[config.mk]
export PLATFORM = sky130hd
export DESIGN_NAME = multiplier
export DESIGN_NICKNAME = d
export VERILOG_FILES = /design/src/rtl/multiplier.sv
export SDC_FILE = /design/constraint.sdc
export NUM_CORES = 1
export LEC_CHECK = 0
export CORE_AREA = 5 5 166 168
export CTS_CLUSTER_DIAMETER = 120
export CTS_CLUSTER_SIZE = 10
export DETAILED_ROUTE_END_ITERATION = 8
export DIE_AREA = 0 0 171 173
export GPL_TIMING_DRIVEN = 0
export PLACE_DENSITY = 0.76
export SETUP_SLACK_MARGIN = 0.3
export SLEW_MARGIN = 30
export SYNTH_ARGS = -nofsm -noshare
export SYNTH_HDL_FRONTEND = slang
export SYNTH_SLANG_ARGS = --single-unit
export TNS_END_PERCENT = 5
[constraint.sdc]
create_clock -name CLK -period 8.65 [get_ports CLK]
set_clock_uncertainty 0.15 [all_clocks]
set_input_delay 0.865 -clock CLK [delete_from_list [all_inputs] [get_ports CLK]]
set_output_delay 0.865 -clock CLK [all_outputs]
set_load 0.005 [all_outputs]
[src/rtl/multiplier.sv]
// Sequential unsigned shift-add multiplier with a start/done handshake.
// Retires one multiplier bit per clock; the 2*DATA_WIDTH product is
// presented as result_hi/result_lo and held until the next completion.
// Optional feature: define MULTIPLIER_EARLY_TERM_EN to finish as soon as
// the remaining multiplier bits are all zero.
module multiplier #(
    parameter int unsigned DATA_WIDTH = 32
) (
    input  logic                  CLK,
    input  logic                  RST,
    input  logic                  start,
    input  logic [DATA_WIDTH-1:0] Operand1,
    input  logic [DATA_WIDTH-1:0] Operand2,
    output logic [DATA_WIDTH-1:0] result_hi,
    output logic [DATA_WIDTH-1:0] result_lo,
    output logic                  done,
    output logic                  busy
);

    localparam int unsigned PROD_W = 2 * DATA_WIDTH;
    localparam int unsigned CNT_W  = $clog2(DATA_WIDTH) + 1;

    localparam logic [1:0] S_IDLE = 2'd0;
    localparam logic [1:0] S_RUN  = 2'd1;
    localparam logic [1:0] S_DONE = 2'd2;

    logic [1:0]            state, state_next;
    logic [PROD_W-1:0]     mcand, mcand_next;
    logic [PROD_W-1:0]     acc, acc_next;
    logic [PROD_W-1:0]     acc_sum_c;
    logic [DATA_WIDTH-1:0] mplier, mplier_next;
    logic [CNT_W-1:0]      count, count_next;
    logic [DATA_WIDTH-1:0] hi_next, lo_next;
    logic                  done_next, busy_next;
    logic                  last_c;

    // State, datapath and output registers
    always_ff @(posedge CLK or negedge RST) begin
        if (!RST) begin
            state     <= S_IDLE;
            mcand     <= '0;
            acc       <= '0;
            mplier    <= '0;
            count     <= '0;
            result_hi <= '0;
            result_lo <= '0;
            done      <= 1'b0;
            busy      <= 1'b0;
        end else begin
            state     <= state_next;
            mcand     <= mcand_next;
            acc       <= acc_next;
            mplier    <= mplier_next;
            count     <= count_next;
            result_hi <= hi_next;
            result_lo <= lo_next;
            done      <= done_next;
            busy      <= busy_next;
        end
    end

    // Next-state, datapath step and registered-output next values
    always_comb begin
        state_next  = state;
        mcand_next  = mcand;
        acc_next    = acc;
        mplier_next = mplier;
        count_next  = count;
        hi_next     = result_hi;
        lo_next     = result_lo;
        done_next   = 1'b0;
        busy_next   = busy;

        // Partial-product add; width 2*DATA_WIDTH so it never overflows
        acc_sum_c = acc + (mplier[0] ? mcand : '0);

`ifdef MULTIPLIER_EARLY_TERM_EN
        last_c = (count == CNT_W'(DATA_WIDTH - 1)) || ((mplier >> 1) == '0);
`else
        last_c = (count == CNT_W'(DATA_WIDTH - 1));
`endif

        case (state)
            S_IDLE: begin
                if (start) begin
                    mcand_next  = PROD_W'(Operand1);
                    mplier_next = Operand2;
                    acc_next    = '0;
                    count_next  = '0;
                    busy_next   = 1'b1;
                    state_next  = S_RUN;
                end
            end
            S_RUN: begin
                acc_next    = acc_sum_c;
                mcand_next  = mcand << 1;
                mplier_next = mplier >> 1;
                count_next  = count + CNT_W'(1);
                if (last_c) begin
                    hi_next    = acc_sum_c[PROD_W-1:DATA_WIDTH];
                    lo_next    = acc_sum_c[DATA_WIDTH-1:0];
                    done_next  = 1'b1;
                    state_next = S_DONE;
                end
            end
            S_DONE: begin
                // start is deliberately not looked at here
                busy_next  = 1'b0;
                state_next = S_IDLE;
            end
            default: begin
                busy_next  = 1'b0;
                state_next = S_IDLE;
            end
        endcase
    end

endmodule
* After elaboration in Yosys (flattened, before gate mapping)
Index checks and enable logic that the tools add are counted.
** Operators by class
- Add/subtract/negate cells :: 2
- Eq/ne operators :: 4
- Multiplexer cells :: 16
- Bitwise logic cells :: 1
- Reductions and logical operators :: 6
** Operators with widths (count)
- $pmux W64 S2 :: 2
- $mux W64 :: 3
- $add A64 B64 Y64 :: 1
- $pmux W32 S2 :: 1
- $mux W32 :: 1
- $pmux W6 S2 :: 1
- $reduce_and A2 Y1 :: 4
- $add A6 B1 Y6 const B :: 1
- $eq A6 B5 Y1 const B :: 1
- $mux W6 :: 1
- $mux W2 :: 2
- $ne A2 B2 Y1 const B :: 2
- $pmux W2 S2 :: 1
- $mux W1 :: 3
- $eq A2 B1 Y1 const B :: 1
- $logic_not A2 Y1 :: 1
- $pmux W1 S2 :: 1
- $reduce_bool A2 Y1 :: 1
- $not A1 Y1 :: 1
** Storage, ports and cells
- Register bits :: 234
- Bits of input ports :: 67
- Output and inout port bits :: 66
- Logic and storage cells :: 38

* Longest topological paths before layout
Gate-level depths: netlist (run 1).
- Depth in word-level cells :: 3
- Mapped depth :: 15
- Depth with buffers taken out :: 12

* Worst setup path before layout (run 1)
No wires, ideal clock.
- Path kind :: reg2reg
- From :: register mplier[0]
- To :: register result_hi[16]
- Library setup time :: 0.125 ns
- Data arrival time :: 3.095 ns
- Data required time :: 8.375 ns
- Path slack :: 5.280 ns
- Cell stages (with the launch flop) :: 14
- Buffers on the path :: 1
- Clock period less this slack :: 3.370 ns
- Path through :: dfrtp_1 -> clkbuf_1 -> and2_1 -> ha_1 -> fa_1 -> a211oi_1 -> o211ai_1 -> a21oi_2 -> nor4_4 -> nor4_4 -> o21ai_1 -> a41oi_1 -> xnor2_1 -> mux2_2
** On the way
- Word-level cells in the longest chain between the ends :: 2
** RTL lines
- start: declaration :: RTL line 31 : logic [DATA_WIDTH-1:0] mplier, mplier_next;
- start signal: assignment :: RTL line 53 : mplier <= mplier_next;
- $mux W64 :: RTL line 75 : acc_sum_c = acc + (mplier[0] ? mcand : '0);
- $add A64 B64 Y64 :: RTL line 75
- end signal: assignment :: RTL line 55 : result_hi <= hi_next;
- end: declaration :: RTL line 14 : output logic [DATA_WIDTH-1:0] result_hi,
No other way between the ends.
A chain may end at the register's enable or synchronous reset.

* Worst setup path in the final report (run 1)
- From :: register mplier[0]
- To :: register result_hi[27]
The elaborated chain is that of the path after synthesis.

==> metrics.cfg, run 1 <==
[hold_path]
hold_depth=2
holdCritPathClass=flip-flop to flip-flop

[timing]
fin_tns_setup_ps=0
drv_slew=0
min_period_ps=4690
final_hold_viol_count=0
relSlewSlack_pct=43.2
clock.fmax_ghz=0.213
hold_ws_ps=325
rsz0062_at_grt=no
max_slew.worst_pin.slew_ps=853
setup_violations=0
post-route-period-util_pct=54.2

[cts]
cts_resized=0
clk_latency_ps=550
cts_hold_buf=1
cts-htree-levels=1
clockBufferDepth=3
cts_tree=yes
cts_sinks=234
postCtsSetupBuffers=0
cts-root-buf=clkbuf_16
clk_pin_slew_ps=60
cts_made_buffers=27

[cells_and_area]
final_nets=1846
fin_area_sq_um=16500
antenna_cells=0
final_common_cell=dfrtp_1
area_growth_pct=18.1
layout-drive-gt1-share_pct=4.90
final_cell_mix=dfrtp_1, nand2_1, clkdlybuf4s50_1
n_fill_cell=2197

[floorplanning]
core_sq_um=25800
dieWidth_um=171
dieArea_sq_um=29600
start_util_pct=54.3
fp.dieH_um=173
rows=59
ios=133

[global_route]
grt_pass1_wl_um=65900
grt_pass1_vias=12400
antenna_found_initial=0
grt-ovfl-total=0
track_usage_pct=27.1
grt_max_degree=85

[placement]
numPortBuffers=132
routabilityCongestion=0.941
hpwl_um=30100
postPlaceCellArea_sq_um=15800

[yosys]
yosys-top-cells-area=dfrtp_1, nand2_1, ha_1, a22o_1, and2_1
synth_top_area_cell=dfrtp_1
yosysTopAreaCellShare_pct=41.9
synth_edf_count=0
async_flop_share_pct=100
syn_nets=1681
syn-instance-count=1549
synth_cell_types=71
ys.flop_type=dfrtp_1
synthesis.area_sq_um=14000
ys_ff_latch=234
seq_area_frac_synth_pct=41.9
yosysWarnings=0
syn_area_per_cell_sq_um=9.02

[pwr]
p_leak_nw=7.43
peakVddDrop_v=0.000175
power.density_nw_per_um2=305

[worst_setup_path]
cp-start-kind=flip-flop
crit_type=flip-flop to flip-flop
crit_fanout=10
cp_data_required_time_ps=8930
cp.arrival_ps=4970
cp-end-kind=flip-flop
r2r_cells=14

[detailed_routing]
drc=0
dr.first_iter.drc_count=1000
routed-via-count=12400
avgRoutedWirePerCell_um=19.7
wirelength_um=40400
first_pass_iters=5
vias_per_cell=6.05
ant_nets=0

[status]
status=finished, final reports clean

[flow_run]
cap_violations=0

## worst max-delay path, stage by stage, from the launching register on
cell and delay [ps]:
dfrtp_1 350, clkbuf_1 640, clkbuf_1 390, and2_1 240
ha_1 130, clkbuf_1 290, nand2_1 220, nor2_1 220
a311oi_1 140, o21ai_0 560, o311ai_2 240, and2_1 240
o31ai_1 330, xor2_1 140, mux2_2 280
## final timing paths
check,startpoint,endpoint,slack [ps]
setup reg to reg,mplier[0],result_hi[27],3960
hold / removal,result_hi[4],result_hi[4],320
hold reg to reg,result_hi[4],result_hi[4],320
setup / recovery,mplier[0],result_hi[27],3960
min in group asynchronous,RST,result_hi[6],540
max in group asynchronous,RST,acc[7],6790
## cells by family after synthesis
group           synth area share [%]
xor+xnor                        3.45
compound gates                  25.6
fa+ha+maj                       5.87
mux                             1.83
flops                           41.9
buf+inv                         3.71
simple gates                    17.6
## per-stage QoR
step	worst slack [ps]	total power, mW	util, %	instances
final	3960	5.04	64.1	2049
after global routing	3850	5.40	64.1	2049
after CTS	4090	5.05	64.1	2049
after detailed placement	4110	4.04	61.4	2019
after global placement	-3440	3.97	61.0	2016
after floorplan	5280	3.24	-	1549
## Yosys cell counts (3+ instances only)
cell type and n:
a211o_1 5, inv_1 23, nand2_1 219, o21bai_1 18, o21a_1 12, a21oi_1 119, nor3_1 15, nand3_1 25
a41oi_1 3, buf_1 8, and2_1 101, nor2_1 53, nand4_1 24, mux2_2 21, o21ai_1 3, o211ai_1 8
a22o_1 85, or2_2 5, buf_2 4, o31ai_1 11, nor4_1 4, clkbuf_1 97, a21o_1 25, and3_1 7
a31oi_1 41, a211oi_1 7, ha_1 64, a22oi_1 30, o21ai_0 125, nor2b_1 36, nand2b_1 4, a21boi_0 4
xor2_1 22, dfrtp_1 234, a2111oi_0 3, or4_1 3, xnor2_1 33
## state kept, by name, indices dropped and copies added (netlist names)
register and count:
mplier 32, mcand 64, state 2, done 1, acc 64, result_hi 32
result_lo 32, count 6, busy 1
## final cells by class
| type | count | area (sq um) | share of cell area [%] |
|---|---|---|---|
| Timing Repair Buffer | 136 | 1420 | 8.59 |
| Tap cell | 335 | 419 | 2.54 |
| Sequential cell | 234 | 5860 | 35.5 |
| Clock inverter | 2 | 17.5 | 0.106 |
| Buffer | 110 | 425 | 2.58 |
| Multi-Input combinational cell | 1180 | 7600 | 46.1 |
| Inverter | 25 | 93.8 | 0.568 |
| Clock buffer | 27 | 676 | 4.09 |
## layer usage
layer  share of wire, %  up-vias  global-route usage [%]  wire [um]
li1                   -     5898                       -          -
met2                 46      418                    43.2      18500
met1                 45     5992                    38.2      18100
met4                3.2        0                    8.75       1300
met5                  0        -                       0          0
met3                6.3       92                    3.86       2540
## where the power goes
part           switching (mW)  internal, mW  leakage, nW
clock network           0.439         0.548        0.341
logic                    1.22         0.978         4.04
registers               0.315          1.54         3.05
Power figures use the tool's default switching activity.
==> run 2, diff against run 1 <==
==> constraint.sdc (replaced) <==
create_clock -name CLK -period 4.8 [get_ports CLK]
set_clock_uncertainty 0.15 [all_clocks]
set_input_delay 0.48 -clock CLK [delete_from_list [all_inputs] [get_ports CLK]]
set_output_delay 0.48 -clock CLK [all_outputs]
set_load 0.005 [all_outputs]
==> run 2 against run 1 <==
Net effect:
- critical path depth shrank 1
- via count fell by 0.13%
- wire length is 0.17% lower
- cell count unchanged
- maximum frequency is 9.2% higher
- clock-buffer cell count did not move
- non-clock buffer count is the same
- sequential cell count did not move
==> metrics.cfg, run 2 (synthesis results as in run 1) <==
[detailed_routing]
avgRoutedWirePerCell_um=19.7
drc=0
ant_nets=0
wirelength_um=40300
dr.first_iter.drc_count=992
routed-via-count=12400
first_pass_iters=5
vias_per_cell=6.04

[pwr]
power.clock.fraction_pct=19.6
p_comb_share_pct=43.6
p_int_mw=5.52
power_switching_share_pct=39.2
p_leak_nw=7.43
peakVddDrop_v=0.000316
seqPwrFrac_pct=36.8
power.density_nw_per_um2=550
p_switching_mw=3.56

[placement]
routabilityCongestion=0.941
place_ws_ps=257
numPortBuffers=132
hpwl_um=30100

[cells_and_area]
antenna_cells=0
postLayoutCoreUtil_pct=64.1
final_nets=1846
area_growth_pct=18.1
layout-drive-gt1-share_pct=4.96
top_regs=acc (64), mcand (64)
final_cell_mix=dfrtp_1, nand2_1, clkdlybuf4s50_1
final_common_cell=dfrtp_1

[cts]
clockBufferDepth=3
cts_made_buffers=27
clk_latency_ps=550
cts_tree=yes
cts-htree-levels=1
cts-root-buf=clkbuf_16
clk_pin_slew_ps=60
cts_sinks=234

[worst_setup_path]
reg2reg_from=mplier[0]
startpoint=mplier[0]
crit_type=flip-flop to flip-flop
crit_fanout=10
cp.arrival_ps=4570
cp-start-kind=flip-flop
cp_data_required_time_ps=5080
cp-end-kind=flip-flop

[global_route]
grt-ovfl-total=0
grt_pass1_vias=12400
track_usage_pct=27.1
grt_max_degree=85
grt_pass1_wl_um=65900
antenna_found_initial=0

[floorplanning]
dieWidth_um=171
rows=59
ios=133
dieArea_sq_um=29600
core_sq_um=25800
start_util_pct=54.3
fp.dieH_um=173

[timing]
drv_slew=0
hold_ws_ps=151
min_period_ps=4290
clock.fmax_ghz=0.233
relSlewSlack_pct=43.1
max_slew.worst_pin.slew_ps=854
layout_setup_ws_ps=508
final_hold_viol_count=0
post-route-period-util_pct=89.4
fin_tns_setup_ps=0
setup_violations=0
rsz0062_at_grt=no

[status]
status=finished, final reports clean

[hold_path]
holdCritPathClass=input port to asynchronous set/reset pin

[flow_run]
cap_violations=0

-- run 2: cell type report --
type	count	area, sq um
Clock buffer	27	676
Sequential cell	234	5860
Multi-Input combinational cell	1180	7600
Clock inverter	2	17.5
Timing Repair Buffer	136	1420
Inverter	25	93.8
Tap cell	335	419
Fill cell	2196	9250
Buffer	110	427
-- run 2: routing by layer --
metal,routed length (um),GRT usage (%)
met1,18000,38.2
met4,1330,8.75
met2,18400,43.2
met5,0,0
met3,2620,3.86
-- run 2: worst max-delay path, cell delays in order, from the launching register on --
cell      delay (ps)
dfrtp_1          380
clkbuf_2         290
and2_1           240
ha_1             220
fa_1             430
a211oi_1         470
o211ai_1         200
a21oi_2          280
nor4_4            90
nor4_4           400
o21ai_1          280
a41oi_1          320
xnor2_1          140
mux2_2           280
-- run 2: repair_timing --
item                                    4_1_cts  5_1_grt
endpoints found under the setup margin        3        1
setup buffers                                 0        0
hold buffers                                  1        0
gates resized for setup                       1        1
pin swaps                                     0        0
cloned                                        0        0
endpoints found under the hold margin        83        0
-- run 2: path summary, 6_finish.rpt --
| check | slack (ps) | to | depth (start not counted) |
|---|---|---|---|
| min in group CLK | 320 | result_hi[4] | 2 |
| max | 510 | result_hi[16] | 13 |
| max reg2reg | 510 | result_hi[16] | 13 |
| min reg2reg | 320 | result_hi[4] | 2 |
| min | 150 | result_hi[6] | 2 |
| max in group asynchronous | 3320 | acc[7] | 4 |
-- run 2: power groups by stage --
stage,logic [mW],registers (mW),clock network (mW)
4_1_cts,3.97,3.32,1.80
5_1_grt,4.41,3.43,1.88
2_1_floorplan,2.64,3.19,0
3_5_place_dp,3.95,3.33,0
3_3_place_gp,3.84,3.32,0
6_report,3.96,3.34,1.78
-- run 2: metrics by stage --
stage	cell area [sq um]	power, mW	cells
6_report	16500	9.08	2049
5_1_grt	16500	9.73	2049
4_1_cts	16500	9.09	2049
3_5_place_dp	15800	7.28	2019
3_3_place_gp	15700	7.16	2016
2_1_floorplan	14000	5.83	1549
==> run 3, diff against run 2 <==
--- a/config.mk
+++ b/config.mk
@@ -5,11 +5,11 @@
 export SDC_FILE = /design/constraint.sdc
 export NUM_CORES = 1
 export LEC_CHECK = 0
-export CORE_AREA = 5 5 166 168
+export CORE_AREA = 5 5 141 197
 export CTS_CLUSTER_DIAMETER = 120
 export CTS_CLUSTER_SIZE = 10
 export DETAILED_ROUTE_END_ITERATION = 8
-export DIE_AREA = 0 0 171 173
+export DIE_AREA = 0 0 146 202
 export GPL_TIMING_DRIVEN = 0
 export PLACE_DENSITY = 0.76
 export SETUP_SLACK_MARGIN = 0.3
==> run 3 against run 2 <==
Net effect:
- cell area is 0.25% lower
- worst setup slack got worse by 73 ps
- highest routed layer unchanged
- wire length up 1.6%
- via count increased by 0.39%
- clock-buffer cell count did not move
- maximum frequency is 1.7% lower
- sequential cell count stayed put
- total power about the same
- cell count down 0.59%
==> metrics.cfg, run 3 (synthesis results as in run 1) <==
[status]
status=finished, final reports clean

[pwr]
power.density_nw_per_um2=551
peakVddDrop_v=0.000334
p_leak_nw=7.42
power_mw=9.08

[floorplanning]
dieArea_sq_um=29500
dieWidth_um=146
core_sq_um=25800
rows=70
start_util_pct=54.1
fp.dieH_um=202
ios=133

[timing]
hold_ws_ps=323
rsz0062_at_grt=yes
post-route-period-util_pct=90.9
min_period_ps=4370
fin_tns_setup_ps=0
drv_slew=0
final_hold_viol_count=0
relSlewSlack_pct=39.6
max_slew.worst_pin.slew_ps=906
setup_violations=0
clock.fmax_ghz=0.229
layout_setup_ws_ps=434

[cts]
clockBufferDepth=3
postCtsSetupBuffers=0
cts_tree=yes
clk_latency_ps=560
cts-htree-levels=1
clk_pin_slew_ps=50
cts_sinks=234
cts_made_buffers=27
cts-root-buf=clkbuf_16

[cells_and_area]
antenna_cells=0
final_common_cell=dfrtp_1
n_fill_cell=2231
final_cells=2037
final_cell_mix=dfrtp_1, nand2_1, clkdlybuf4s50_1
top_regs=acc (64), mcand (64)
final_nets=1845
area_growth_pct=17.8
ff_latch_area_sq_um=5860
multi_input_area_sq_um=7600
layout-drive-gt1-share_pct=4.90

[detailed_routing]
first_pass_iters=8
avgRoutedWirePerCell_um=20.1
ant_nets=0
wirelength_um=41000
routed-via-count=12400
dr.first_iter.drc_count=808
vias_per_cell=6.10
drc=0

[global_route]
grt-ovfl-total=0
antenna_found_initial=0
grt_pass1_wl_um=66400
track_usage_pct=27.4
grt_max_degree=89
grt_pass1_vias=12800

[placement]
routabilityCongestion=0.933
dp.cells=2007
numPortBuffers=132
place_ws_ps=253
hpwl_um=30800

[hold_path]
worstHoldStart=result_hi[0]
holdCritPathClass=flip-flop to flip-flop

[worst_setup_path]
crit_path_top_delay_cell=a211oi_1
cp_common_cell=nor4_4
crit_path_cell_trace=clkbuf_2 -> and2_1 -> ha_1 -> fa_1 -> a211oi_1 -> o211ai_1 -> a21oi_2 -> nor4_4 -> nor4_4 -> o21ai_1 -> a31oi_1 -> xnor2_1 -> mux2_2
cp_slowest_stage_delay_ps=530
crit_type=flip-flop to flip-flop
cp-start-kind=flip-flop
cp.arrival_ps=4650
cp_data_required_time_ps=5080
reg2reg_from=mplier[0]
crit_fanout=10
cp-end-kind=flip-flop
startpoint=mplier[0]

[flow_run]
cap_violations=0

==> run 3: layout make-up <==
type	count	area share (%)
sequential	234	35.6
inverter	25	0.570
multi-input combinational	1180	46.2
timing repair buffer	135	8.45
buffer	110	2.59
clock inverter	2	0.106
clock buffer	27	4.10
tap	324	2.46
==> run 3: worst paths after layout <==
kind	end	slack (ps)	depth (start not counted)
setup / recovery	result_hi[20]	430	13
hold / removal	result_hi[0]	320	2
setup reg to reg	result_hi[20]	430	13
hold reg to reg	result_hi[0]	320	2
max in group asynchronous	result_lo[27]	3350	3
min in group asynchronous	result_lo[12]	330	2
==> run 3: routing by layer <==
metal	share of wire [%]	up-vias	track usage, %	wire length (um)
met5	0	-	0	0
met2	50	412	48.3	20500
met4	5.9	0	14.1	2410
met1	40	5981	33.0	16200
met3	4.6	142	3.32	1880
li1	-	5897	-	-
==> run 3: critical path: cells and delay by family, from the launching register on <==
family / cells / cell delay (ps)
AOI/OAI and AO/OA: 5 / 1670
and+or+nand+nor: 3 / 700
adders and majority gates: 2 / 660
DFF: 1 / 370
buffers and inverters: 1 / 280
muxes: 1 / 270
xor gates and xnor gates: 1 / 140
==> run 3: per-stage QoR <==
stage / cell area, sq um / util (%)
finish: 16500 / 63.7
global route: 16500 / 63.7
CTS: 16500 / 63.7
detailed placement: 15800 / 61.0
global placement: 15700 / 60.8
floorplan: 14000 / -
==> run 3: timing repair <==
item                       4_1_cts  5_1_grt
hold endpoints to repair        60        0
hold buffers                     1        0
resized for setup                1        1
setup endpoints to repair        2        8
pin swaps                        0        0
==> run 3: power breakdown <==
group / leakage (nW) / total, mW / switching (mW) / internal (mW)
combinational: 4.03 / 3.98 / 2.22 / 1.76
clock: 0.341 / 1.77 / 0.786 / 0.986
sequential: 3.05 / 3.33 / 0.554 / 2.77
